### config.mk
export PLATFORM = sky130hd
export DESIGN_NAME = can_error_block
export DESIGN_NICKNAME = d
export VERILOG_FILES = /design/src/rtl/can_error_block.sv
export SDC_FILE = /design/constraint.sdc
export NUM_CORES = 1
export LEC_CHECK = 0
export ABC_AREA = 1
export CAP_MARGIN = 20
export CORE_MARGIN = 4
export CORE_UTILIZATION = 30
export DETAILED_ROUTE_END_ITERATION = 16
export GPL_ROUTABILITY_DRIVEN = 1
export GPL_TIMING_DRIVEN = 1
export PLACE_DENSITY = 0.54
export SYNTH_ARGS = -nofsm -noshare
export SYNTH_HDL_FRONTEND = slang
export SYNTH_SLANG_ARGS = --single-unit
### constraint.sdc
create_clock -name SP -period 2 [get_ports SP]
set_clock_uncertainty 0.2 [all_clocks]
set_input_delay 0.2 -clock SP [delete_from_list [all_inputs] [get_ports SP]]
set_output_delay 0.2 -clock SP [all_outputs]
set_load 0.01 [all_outputs]
### src/rtl/can_error_block.sv
// CAN receive-path error detector: stuff, delimiter and EOF form checks, one decision per sample point.
// Optional ERROR_STICKY_EN: once raised, ERROR holds until reset instead of timing out.
module can_error_block #(
  parameter int STUFF_LIMIT  = 5,
  parameter int EOF_LEN      = 7,
  parameter int ERR_FLAG_LEN = 6
) (
  input  logic       SP,
  input  logic       reset,
  input  logic       RX,
  input  logic       F_STF,
  input  logic       EOF_Flag,
  input  logic       F_ACK_D,
  input  logic       F_CRC_D,
  output logic       ERROR,
  output logic [0:0] dbg_state
);

  localparam int RUN_W = $clog2(STUFF_LIMIT + 1);
  localparam int EOF_W = $clog2(EOF_LEN + 1);

  localparam logic [RUN_W-1:0] RUN_MAX  = RUN_W'(STUFF_LIMIT);
  localparam logic [RUN_W-1:0] RUN_ONE  = RUN_W'(1);
  localparam logic [EOF_W-1:0] EOF_LOAD = EOF_W'(EOF_LEN - 1);

  localparam logic [0:0] ST_CHECK = 1'b0;
  localparam logic [0:0] ST_FLAG  = 1'b1;

  logic [0:0]       state;
  logic [RUN_W-1:0] run_cnt;
  logic [RUN_W-1:0] run_next;
  logic             last_bit;
  logic             in_stf;
  logic [EOF_W-1:0] eof_cnt;
  logic [EOF_W-1:0] eof_next;

  logic stf_active;
  logic run_same;
  logic stuff_err;
  logic eof_active;
  logic eof_err;
  logic delim_err;
  logic any_err;

  // A run only continues if the previous bit was also inside the stuffed
  // region; the first in-window bit always starts a fresh run of one.
  always_comb begin
    stf_active = ~F_STF;
    run_same   = in_stf && (RX == last_bit);
    stuff_err  = stf_active && run_same && (run_cnt == RUN_MAX);
    run_next   = '0;
    if (stf_active) begin
      if (run_same) run_next = run_cnt + RUN_ONE;
      else          run_next = RUN_ONE;
    end
  end

  // The EOF_Flag bit itself is EOF bit 1, so it is checked on the spot and
  // the counter is left holding the bits still to come.
  always_comb begin
    eof_active = ~EOF_Flag || (eof_cnt != '0);
    eof_err    = eof_active && ~RX;
    eof_next   = '0;
    if (~EOF_Flag)            eof_next = EOF_LOAD;
    else if (eof_cnt != '0)   eof_next = eof_cnt - EOF_W'(1);
  end

  always_comb begin
    delim_err = (~F_ACK_D || ~F_CRC_D) && ~RX;
    any_err   = stuff_err || eof_err || delim_err;
  end

`ifdef ERROR_STICKY_EN
  always_ff @(posedge SP or negedge reset) begin
    if (!reset) begin
      state    <= ST_CHECK;
      run_cnt  <= '0;
      last_bit <= 1'b1;
      in_stf   <= 1'b0;
      eof_cnt  <= '0;
    end else begin
      last_bit <= RX;
      case (state)
        ST_CHECK: begin
          if (any_err) begin
            state   <= ST_FLAG;
            run_cnt <= '0;
            in_stf  <= 1'b0;
            eof_cnt <= '0;
          end else begin
            run_cnt <= run_next;
            in_stf  <= stf_active;
            eof_cnt <= eof_next;
          end
        end
        default: begin
          run_cnt <= '0;
          in_stf  <= 1'b0;
          eof_cnt <= '0;
        end
      endcase
    end
  end
`else
  localparam int FLAG_W = $clog2(ERR_FLAG_LEN + 1);
  localparam logic [FLAG_W-1:0] FLAG_LOAD = FLAG_W'(ERR_FLAG_LEN - 1);

  logic [FLAG_W-1:0] flag_cnt;

  // FLAG spans ERR_FLAG_LEN edges: the entry edge loads LEN-1 and the exit
  // edge is the one that finds the counter already at zero.
  always_ff @(posedge SP or negedge reset) begin
    if (!reset) begin
      state    <= ST_CHECK;
      run_cnt  <= '0;
      last_bit <= 1'b1;
      in_stf   <= 1'b0;
      eof_cnt  <= '0;
      flag_cnt <= '0;
    end else begin
      last_bit <= RX;
      case (state)
        ST_CHECK: begin
          if (any_err) begin
            state    <= ST_FLAG;
            flag_cnt <= FLAG_LOAD;
            run_cnt  <= '0;
            in_stf   <= 1'b0;
            eof_cnt  <= '0;
          end else begin
            run_cnt  <= run_next;
            in_stf   <= stf_active;
            eof_cnt  <= eof_next;
          end
        end
        default: begin
          run_cnt <= '0;
          in_stf  <= 1'b0;
          eof_cnt <= '0;
          if (flag_cnt == '0) state <= ST_CHECK;
          else                flag_cnt <= flag_cnt - FLAG_W'(1);
        end
      endcase
    end
  end
`endif

  assign ERROR     = (state == ST_FLAG);
  assign dbg_state = state;

endmodule

==> results.tsv <==
metric	value	unit
Fill cells	207	
Detail Route Antenna Nets	0	
leakage	0.405	nW
Peak VDD IR	430	µV
share of layout cells above drive strength 1	0.235	
vias per inst	4.30	
Die X	55.6	µm
Mapped Cells	70	
most frequent cells after synthesis	dfrtp_1 (11), inv_1 (10), nand2_1 (10)	
All-Layer GR Usage	0.0897	
sequential area share after synthesis	0.443	
Nets	95	
startpoint class of the critical path	flip-flop	
Worst setup EP type	output port	
biggest area consumer among synthesized cells	dfrtp_1	
ant diodes	0	
Post-Place Cell Area	787	µm²
status	completed	
Placeable Area	0.00206	mm²
height of the die	55.6	µm
routed len/inst	10.1	µm
worst path required time	1.60	ns
Max Fanout on Critical Path	7	
post-synth top area share	0.404	
Final Non-Filler Cells	108	
RSZ-0062 raised after global routing	false	
Final Hold Fails	0	
CTS Buf Count	3	
fin worst setup slack	0.269	ns
CTS max path bufs	2	
multi-input logic area	327	µm²
synth warn	0	
fmax	578	MHz
later-pin clock latency in the skew report	0.27	ns
Root Buffer	clkbuf_4	
post_cts resized	0	
Final HPWL DP	889	µm
design area	813	µm²
initial antenna violation count	0	
first-pass GRT wire length	2.17	mm
# hold bufs at CTS	0	
Worst Tran Pin Value	0.535	ns
H-tree levels	1	
crit path cell chain	clkdlybuf4s50_1	
initial core utilization	0.330	
R2R Path End	flag_cnt[2]	
RR Startpoint	eof_cnt[0]	
worst r2r path cells	7	
gpl congestion	0.724	
1st-iter DRT viols	4	
register area	302	µm²
Residual DRC	0	
Pwr per Cell Area	1030	mW/mm²
Hold WC Path Type	in2async	
period utilization	0.866	
total negative setup slack	0	ns
post-CTS setup buffer count	0	
WP data arrival	1.33	ns
CP peak stage delay	0.59	ns
Row Count	16	
Max-cap violations	0	
Rel. slew slack	0.642	
global route total overflow	0	
slowest stage cell, crit path	clkdlybuf4s50_1	
clk slew on worst S/H paths	0.08	ns
DRT Pass-1 Iters	4	
Top Ports	9	
Async S/R FF share, synth	1.00	
main area contributors after synthesis	dfrtp_1 (40%), ha_1 (11%), inv_1 (5.5%)	
TritonCTS Sinks	12	
port bufs	8	
Final min period	1.73	ns
pin count of the biggest net entering global routing	13	
Area Overhead vs Synth	19.5	%
die area	0.00309	mm²
Netlist Area Pre-Place	681	µm²
Synth cell types	20	
vias	464	
commonest register cell after synthesis	dfrtp_1	
final setup violation count	0	
#FFs+latches synth	12	
CP bufs+invs	1	
Post-synth EDFFs	0	
Setup CP Type	reg2out	
vias in the first global route	519	
flop2flop setup slack	0.42	ns
DP Cell Count	104	
Slew Viols, Final	0	
Worst path top cell family by delay	buffers and inverters	
syn avg cell area	9.72	µm²
total power	0.834	mW
count leader, synth	dfrtp_1	
CTS tree	built	
Place WS	0.388	ns
post-synth net total	83	
WL final	1.09	mm
[area by class of cell]
class	count	share of cell area
flip-flops and latches	12	0.371
clock buffers	4	0.0323
repair buffers	8	0.0985
multi-input cells	45	0.402
inverters	12	0.0554
well taps	27	0.0415
[state kept, by name, indices dropped and copies added, names as in the netlist]
name / flops
eof_cnt: 3
run_cnt: 3
ERROR: 1
in_stf: 1
last_bit: 1
flag_cnt: 3
[placed cells by master (no fill, tap or decap)]
cell type,Yosys,layout
nand3_1,4,4
o21ai_4,1,1
dfstp_2,1,1
clkbuf_4,0,3
nand2_2,4,4
nor2_1,7,7
inv_1,10,10
or2_2,1,1
clkbuf_1,0,1
inv_2,2,2
nand4_1,1,1
clkdlybuf4s50_1,0,8
dfrtp_1,11,11
nand3_2,2,2
and3_1,1,1
nor3_2,3,3
xnor2_1,1,1
nand4_4,1,1
ha_1,6,6
nand3_4,1,1
nand2_1,10,10
a21oi_1,2,2
[kinds of logic (layout without fill, tap and decap cells)]
logic type | Yosys count | after routing | share of synthesized area
and+or+nand+nor | 35 | 35 | 0.318
buffers and inverters | 13 | 24 | 0.0772
DFF | 12 | 12 | 0.443
adders and majority gates | 6 | 6 | 0.110
AOI/OAI and AO/OA | 3 | 3 | 0.0386
xor gates and xnor gates | 1 | 1 | 0.0129
[where the power goes]
part,internal [mW],switching [mW],leakage [nW],total (mW)
clock,0.0772,0.0769,0.0150,0.154
combinational,0.145,0.180,0.238,0.325
sequential,0.302,0.0538,0.152,0.356
[worst max-delay path by stage]
stage                           from           to  slack, ns  depth (start not counted)
after detailed placement          RX  flag_cnt[1]       0.39                          9
final                          ERROR        ERROR       0.27                          1
after CTS                      ERROR        ERROR       0.24                          1
after floorplan           eof_cnt[0]  flag_cnt[0]       0.54                          7
after global routing           ERROR        ERROR       0.20                          1
after global placement      EOF_Flag  flag_cnt[2]       0.42                          6
[routing by layer]
layer,global-route usage,share of wire,vias to the layer above
met5,0,0,-
met2,0.132,0.45,9
met1,0.115,0.49,211
li1,-,-,242
met4,0.0313,0.011,0
met3,0.0418,0.048,2
[metrics by stage]
stage | utilization | hold slack (ns)
floorplan | - | -0.296
global placement | 0.382 | 0.293
detailed placement | 0.382 | 0.295
CTS | 0.394 | 0.0987
global route | 0.394 | 0.109
finish | 0.394 | 0.0746
Note: power is estimated with default switching activity, not from simulation.
